## config.mk

```make
export PLATFORM = sky130hd
export DESIGN_NAME = id_hazard_branch_unit
export DESIGN_NICKNAME = d
export VERILOG_FILES = /design/src/rtl/id_hazard_branch_unit.sv
export SDC_FILE = /design/constraint.sdc
export NUM_CORES = 1
export LEC_CHECK = 0
export CORE_ASPECT_RATIO = 0.9
export CORE_MARGIN = 3
export CORE_UTILIZATION = 35
export DETAILED_ROUTE_END_ITERATION = 6
export PLACE_DENSITY_LB_ADDON = 0.05
export SLEW_MARGIN = 30
export SYNTH_ARGS = -nofsm -noshare
export SYNTH_HDL_FRONTEND = slang
export SYNTH_SLANG_ARGS = --single-unit
```

## constraint.sdc

```tcl
create_clock -name clk -period 8 [get_ports clk]
set_clock_uncertainty 0.2 [all_clocks]
set_input_delay 2 -clock clk [delete_from_list [all_inputs] [get_ports clk]]
set_output_delay 2 -clock clk [all_outputs]
set_load 0.01 [all_outputs]
```

## src/rtl/id_hazard_branch_unit.sv

```systemverilog
// id_hazard_branch_unit
//   Decode-side partner of the fetch stage. Holds the IF/ID register, detects
//   load-use hazards against EX, and resolves BEQ/BNE/J in decode with a
//   single-bubble penalty.
//
// Ports
//   clk, reset            : single clock, synchronous active-low reset
//   inputIR, inputPC      : instruction / PC from fetch
//   rs_data, rt_data      : register-file read data for rs_addr / rt_addr
//   ex_isLoad, ex_destReg : EX-stage LW flag and destination register
//   IR_ID, PC_ID          : IF/ID register contents
//   rs_addr, rt_addr      : register-file read addresses (IR_ID fields)
//   id_valid              : IF/ID instruction may advance to ID/EX
//   is_Branch_Taken       : redirect fetch to branchPC
//   branchPC              : redirect target (0 when not taken)
//   isDataInterLock       : freeze fetch
//   stall_count, flush_count : saturating perf counters (ID_PERF_CNT_EN only)
//
// Build option
//   ID_PERF_CNT_EN : adds the stall/flush performance counters and their ports.
module id_hazard_branch_unit #(
  parameter logic [31:0] NOP_IR    = 32'h0000_0000,
  parameter int          CNT_WIDTH = 16
) (
  input  logic                 clk,
  input  logic                 reset,
  input  logic [31:0]          inputIR,
  input  logic [31:0]          inputPC,
  input  logic [31:0]          rs_data,
  input  logic [31:0]          rt_data,
  input  logic                 ex_isLoad,
  input  logic [4:0]           ex_destReg,
  output logic [31:0]          IR_ID,
  output logic [31:0]          PC_ID,
  output logic [4:0]           rs_addr,
  output logic [4:0]           rt_addr,
  output logic                 id_valid,
  output logic                 is_Branch_Taken,
  output logic [31:0]          branchPC,
  output logic                 isDataInterLock
`ifdef ID_PERF_CNT_EN
  ,
  output logic [CNT_WIDTH-1:0] stall_count,
  output logic [CNT_WIDTH-1:0] flush_count
`endif
);

  localparam logic [5:0] OP_RTYPE = 6'h00;
  localparam logic [5:0] OP_J     = 6'h02;
  localparam logic [5:0] OP_BEQ   = 6'h04;
  localparam logic [5:0] OP_BNE   = 6'h05;
  localparam logic [5:0] OP_SW    = 6'h2B;

  typedef enum logic [1:0] {RUN, STALL, FLUSH} state_e;

  state_e      state_q, state_d;
  logic [31:0] ir_q, ir_d;
  logic [31:0] pc_q, pc_d;
  logic        valid_q, valid_d;

  logic [5:0]  opcode;
  logic        is_beq, is_bne, is_j, uses_rt;
  logic        hazard, take;
  logic [31:0] pc_plus4, br_target, j_target;

  // ---------------- decode ----------------
  assign opcode  = ir_q[31:26];
  assign rs_addr = ir_q[25:21];
  assign rt_addr = ir_q[20:16];
  assign is_beq  = (opcode == OP_BEQ);
  assign is_bne  = (opcode == OP_BNE);
  assign is_j    = (opcode == OP_J);
  assign uses_rt = (opcode == OP_RTYPE) | is_beq | is_bne | (opcode == OP_SW);

  // J names no registers, so it can never interlock. Everything else reads rs.
  assign hazard = valid_q & ex_isLoad & (ex_destReg != 5'd0) & ~is_j &
                  ((ex_destReg == rs_addr) | (uses_rt & (ex_destReg == rt_addr)));

  // Hazard wins: a branch on a loading operand waits for the interlock to clear.
  assign take = valid_q & ~hazard &
                ((is_beq & (rs_data == rt_data)) |
                 (is_bne & (rs_data != rt_data)) |
                 is_j);

  assign pc_plus4  = pc_q + 32'd4;
  assign br_target = pc_plus4 + {{14{ir_q[15]}}, ir_q[15:0], 2'b00};
  assign j_target  = {pc_plus4[31:28], ir_q[25:0], 2'b00};

  assign IR_ID           = ir_q;
  assign PC_ID           = pc_q;
  assign id_valid        = valid_q & ~hazard;
  assign isDataInterLock = hazard;
  assign is_Branch_Taken = take;
  assign branchPC        = take ? (is_j ? j_target : br_target) : 32'd0;

  // ---------------- IF/ID control FSM ----------------
  always_comb begin
    state_d = state_q;
    ir_d    = ir_q;
    pc_d    = pc_q;
    valid_d = valid_q;
    case (state_q)
      RUN, STALL: begin
        if (hazard) begin
          state_d = STALL;              // hold IF/ID
        end else if (take) begin
          ir_d    = NOP_IR;             // squash the wrong-path slot
          valid_d = 1'b0;
          state_d = FLUSH;
        end else begin
          ir_d    = inputIR;
          pc_d    = inputPC;
          valid_d = 1'b1;
          state_d = RUN;
        end
      end
      FLUSH: begin
        // fetch now presents the redirect target
        ir_d    = inputIR;
        pc_d    = inputPC;
        valid_d = 1'b1;
        state_d = RUN;
      end
      default: state_d = RUN;
    endcase
  end

  always_ff @(posedge clk) begin
    if (!reset) begin
      state_q <= RUN;
      ir_q    <= NOP_IR;
      pc_q    <= 32'd0;
      valid_q <= 1'b0;
    end else begin
      state_q <= state_d;
      ir_q    <= ir_d;
      pc_q    <= pc_d;
      valid_q <= valid_d;
    end
  end

`ifdef ID_PERF_CNT_EN
  // ---------------- saturating performance counters ----------------
  localparam logic [CNT_WIDTH-1:0] CNT_ONE = {{(CNT_WIDTH-1){1'b0}}, 1'b1};

  logic [CNT_WIDTH-1:0] stall_q, flush_q;

  always_ff @(posedge clk) begin
    if (!reset) begin
      stall_q <= '0;
      flush_q <= '0;
    end else begin
      if (hazard && !(&stall_q)) stall_q <= stall_q + CNT_ONE;
      if (take   && !(&flush_q)) flush_q <= flush_q + CNT_ONE;
    end
  end

  assign stall_count = stall_q;
  assign flush_count = flush_q;
`else
  // Counter width only matters when the counters are built.
  logic unused_cnt_cfg;
  assign unused_cnt_cfg = (CNT_WIDTH > 0);
`endif

endmodule

```

# ---- Yosys cells after proc, flatten, opt, wreduce, memory -nomap -nowiden
# Index checks and enable logic that the tools add are counted.
dict set report word_totals {
  ff_bits 67
  inputBits 136
  elab_cells 60
}
dict set report op_classes {
  muxes 13
  add_sub_neg 2
  bitwise 19
  reduce_logical 9
  n_eq_ne 12
}
# cell count
set op_table {}
lappend op_table {{32-bit 2-to-1 mux} 6}
lappend op_table {{32-bit one-hot mux with 2 select lines} 2}
lappend op_table {{32-bit by 3-bit adder with 32-bit output (second input constant)} 1}
lappend op_table {{32-bit adder} 1}
lappend op_table {{32-bit == test} 1}
lappend op_table {{32-bit inequality test} 1}
lappend op_table {{6-bit by 3-bit == test with 1-bit output (second input constant)} 2}
lappend op_table {{5-bit == test} 2}
lappend op_table {{1-bit AND} 9}
lappend op_table {{6-bit by 2-bit == test with 1-bit output (second input constant)} 1}
lappend op_table {{6-bit == test (second input constant)} 1}
lappend op_table {{6-bit zero test} 1}
lappend op_table {{1-bit OR} 6}
lappend op_table {{5-bit nonzero test} 1}
lappend op_table {{2-bit inequality test (second input constant)} 2}
lappend op_table {{1-bit NOT} 4}
lappend op_table {{2-bit AND reduction} 2}
lappend op_table {{1-bit 2-to-1 mux} 3}
lappend op_table {{3-bit AND reduction} 1}
lappend op_table {{3-bit OR reduction} 1}
lappend op_table {{2-bit by 1-bit == test with 1-bit output (second input constant)} 1}
lappend op_table {{2-bit == test (second input constant)} 1}
lappend op_table {{2-bit zero test} 1}
lappend op_table {{2-bit 2-to-1 mux} 1}
lappend op_table {{other kinds (3)} 3}

# ---- Logic depth before layout (Yosys ltp)
dict set report logic_depth {
  word_depth 13
  depth_mapped 18
}

# ---- Worst setup path before layout
# Ideal clock, no wire load.
dict set report synth_path {
  path_type {input to output}
  from {in rt_data[18]}
  to {out branchPC[31]}
  path_buffers 1
  setup_slack_ps 1817
  arrival_ps 3983
  path_stages 8
  required_time_ps 5800
  cell_sequence {xor2_1 -> nor4_1 -> nand4_1 -> or3_1 -> a2111oi_2 -> o21ai_1 -> buf_2 -> nor3b_1}
}
dict set report synth_via {
  elab_chain_len 6
  word_cells_on_any_way 8
  classes_between {eq/ne (2); mux (1); bitwise (5)}
}
# item line_no
set synth_lines {}
lappend synth_lines {{start, declared} 30} ;# input logic [31:0] rt_data,
lappend synth_lines {{32-bit == test or 32-bit inequality test (tied branches)} {81, 82}}
lappend synth_lines {{1-bit AND, on equally long branches} {81, 82}}
lappend synth_lines {{1-bit OR (*)} 81} ;# ((is_beq & (rs_data == rt_data)) |
lappend synth_lines {{1-bit OR (*)} 82} ;# (is_bne & (rs_data != rt_data)) |
lappend synth_lines {{1-bit AND (*)} 80} ;# assign take = valid_q & ~hazard &
lappend synth_lines {{32-bit 2-to-1 mux (*)} 94} ;# assign branchPC = take ? (is_j ? j_target : br_target) : 32'd0;
lappend synth_lines {{end, declared} 39} ;# output logic [31:0] branchPC,
# Mark *: on every way between the ends. The rest lies on a longest branch, timed or not.

# ---- Worst setup path in the final report
dict set report layout_path {
  from {reg pc_q[4] (netlist: PC_ID[4])}
  to {out branchPC[31]}
}
dict set report layout_via {
  elab_chain_len 4
}
# item line_no
set layout_lines {}
lappend layout_lines {{start, declared} 58} ;# logic [31:0] pc_q, pc_d;
lappend layout_lines {{start signal, assigned} 137} ;# pc_q <= pc_d;
lappend layout_lines {{32-bit by 3-bit adder with 32-bit output (*)} 85} ;# assign pc_plus4 = pc_q + 32'd4;
lappend layout_lines {{32-bit adder} 86} ;# assign br_target = pc_plus4 + {{14{ir_q[15]}}, ir_q[15:0], 2'b00};
lappend layout_lines {{32-bit 2-to-1 mux (*) (2 in a row)} 94}
# Marked as above.

==> reports/qor.yml <==
outcome:
  status: "finished clean"
worst_setup_path:
  crit_slowest_cell: "clkdlybuf4s50_1"
  cp.required_ns: 5.80
  cp_max_fo: 8
  path_buf_inv: 2
  cp_slowest_stage_delay_ns: 0.60
  reg2reg_from: "IR_ID[27]$_SDFFE_PN0P_"
  path_common_cell: "and4_1"
  critPathLaunchType: "flip-flop"
  end_kind: "output port"
  worstPathCellList: "and4_1 > nand4_1 > nor3_1 > buf_4 > and4_1 > and2_1 > nand3_1 > xnor2_1 > ha_1 > and4_1 > and4_1 > nand4_1 > o2111ai_1 > a21boi_0 > o31ai_1 > xor2_1 > a21oi_1 > nor3b_1 > clkdlybuf4s50_1"
  path_class: "flip-flop to output port"
  cp.arrival_ns: 5.39
  startpoint: "PC_ID[4]$_SDFFE_PN0P_"
  path_delay_family: "simple AND/OR/NAND/NOR gates"
clocking:
  htreeDepth: 3
  clockBufferDepth: 2
  cts_tree: "done"
  root_buffer: "clkbuf_16"
  clk_pin_slew_worst_paths_ns: 0.06
  post_cts_buffers: 0
  cts-buffers-inserted: 9
  cts_sinks: 67
  cts_resized: 0
  cts_hold_buf: 0
  clock_latency_ns: 0.34
detailed_routing:
  drcViolationCount: 0
  drt_iter0_drc: 264
  drtAntennaViolNets: 0
  wl_um: 18600
  firstDrtPassIters: 5
  viasPerCell: 5.09
  wl_per_cell_um: 16.9
  via_count: 5613
grt:
  grt_use_total_pct: 21.1
  overflow: 0
  grt_pass1_vias: 5463
  grt_max_degree: 42
  antenna_found_initial: 0
  gr-usage-met1_pct: 28.3
  grtUsageMet3_pct: 4.73
  grt_pass1_wl_um: 28800
  grt_use_met2_pct: 34.1
  busiest_layer: "met2"
placement:
  gp_congestion: 0.851
  dp_hpwl_um: 15000
  port_buffers: 244
  dpl.cell_count: 1086
timing:
  slew_headroom_pct: 35.6
  setup_viol: 0
  rsz0062_at_grt: "false"
  hold_viol: 0
  max_freq_mhz: 132
  period_needed_ns: 7.59
  final_max_slew_viol_count: 0
  timing.setup.tns_ns: 0
  worst_pin_slew_ns: 0.964
  finalCritPeriodShare_pct: 94.9
yosys:
  ys_ff_latch: 67
  syn-num-nets: 847
  dominantRegCellSynth: "dfxtp_1"
  synthCells: 672
  syn_area_um2: 5440
  yosys_warnings: 0
  synth-edff-count: 0
  yosysUniqueCellTypes: 54
  postSynthAreaPerCell_um2: 8.09
  synth-async-reset-ratio_pct: 0
  synth_seq_area_share_pct: 24.7
floorplanning:
  initial_core_util_pct: 36.3
  io_pins: 245
  dieWidth_um: 137
  dieArea_um2: 17100
  rows: 42
  coreArea_um2: 15000
  die_y_um: 124
finish:
  num_antenna_cells: 0
  final_nets: 1074
  multi_input_area_um2: 3830
  drive_gt1_share_pct: 3.65
  seq_area_um2: 1340
  syn2layout_area_growth_pct: 53.5
  final_cells: 1102
  fillers: 1412
power_and_ir_drop:
  vdd_drop_max_uv: 130
  leakagePower_nw: 3.24
  powerDensity_nw_per_um2: 147
worst_hold_path:
  holdCritStartpoint: "valid_q$_SDFFE_PN0P_"
  hp-class: "flip-flop to flip-flop"
job:
  drv_cap: 0
## routing by layer
layer	share of wire (%)	vias up	wire, µm
li1	-	2832	-
met1	47	2581	8680
met2	45	184	8440
met3	6.7	16	1250
met4	1.2	0	219
met5	0	-	0
## cells by family (layout without fill, tap and decap cells)
group,after synthesis,in the layout,share of synthesized area [%]
xor+xnor,91,91,14.7
buf+inv,55,287,5.43
mux,36,36,6.63
flops,67,67,24.7
compound gates,147,147,18.5
fa+ha+maj,39,39,9.11
simple gates,237,237,21.1
## final cells by class
cell class	instances	area share [%]
well taps	198	2.97
repair buffers	251	29.9
clock buffers	10	2.86
flip-flops and latches	67	16.1
inverters	20	0.914
clock inverters	6	1.35
multi-input cells	550	45.9
## path summary, 6_finish.rpt
kind / to / slack [ns] / cells past startpoint
worst min register to register: valid_q$_SDFFE_PN0P_ / 0.32 / 2
worst min-delay path: valid_q$_SDFFE_PN0P_ / 0.32 / 2
worst max-delay path: branchPC[31] / 0.41 / 19
worst max register to register: IR_ID[15]$_SDFFE_PN0P_ / 4.44 / 9
## synth_stat cells, types with 16 or more instances
cell type,number,area (µm²)
a21oi_1,49,245
a22o_1,32,280
dfxtp_1,67,1340
ha_1,38,475
inv_1,19,71.3
mux2i_1,36,360
nand2_1,60,225
nand3_1,16,80.1
nor2_1,82,308
o21ai_0,17,85.1
xnor2_1,43,377
xor2_1,48,420
## state kept, by name, summed over array words and instances (netlist names)
signal and count:
IR_ID 32, PC_ID 32, state_q 2, valid_q 1
## worst reg2reg max path, delay by kind of cell (launching register included)
family | cells | cell delay [ns]
AO/OA/AOI/OAI | 4 | 0.73
buffers and inverters | 1 | 0.51
flip-flops | 1 | 0.46
AND/OR/NAND/NOR | 4 | 1.56
## stage by stage
| step | cell area (µm²) | total power [mW] | utilization [%] | worst slack [ns] | hold WS, ns |
|---|---|---|---|---|---|
| finish | 8350 | 1.22 | 55.7 | 0.406 | 0.324 |
| global route | 8350 | 1.29 | 55.7 | 0.0288 | 0.347 |
| CTS | 8340 | 1.24 | 55.7 | 0.341 | 0.319 |
| detailed placement | 7990 | 0.765 | 53.3 | 0.486 | 0.311 |
| global placement | 7980 | 0.760 | 53.3 | 0.491 | 0.307 |
| floorplan | 5440 | 0.590 | - | 1.82 | 0.274 |
## layout by cell type, fill, tap and decap left out, drive strengths merged, types with 8 or more instances in the layout
cell type	instances
nand4	13
inv	19
o21ai	19
xnor2	43
clkbuf	10
nand3	16
a22o	32
nor3b	8
mux2i	36
nor3	8
xor2	48
clkdlybuf4s50	244
nor2	83
ha	38
and2	11
nand2	60
nor4	10
dfxtp	67
a21oi	49
## where the power goes
part	switching [mW]	internal (mW)	leakage, nW
clock	0.154	0.313	0.161
sequential	0.0347	0.357	0.557
combinational	0.164	0.202	2.52
Note: power is estimated with default switching activity, not from simulation.
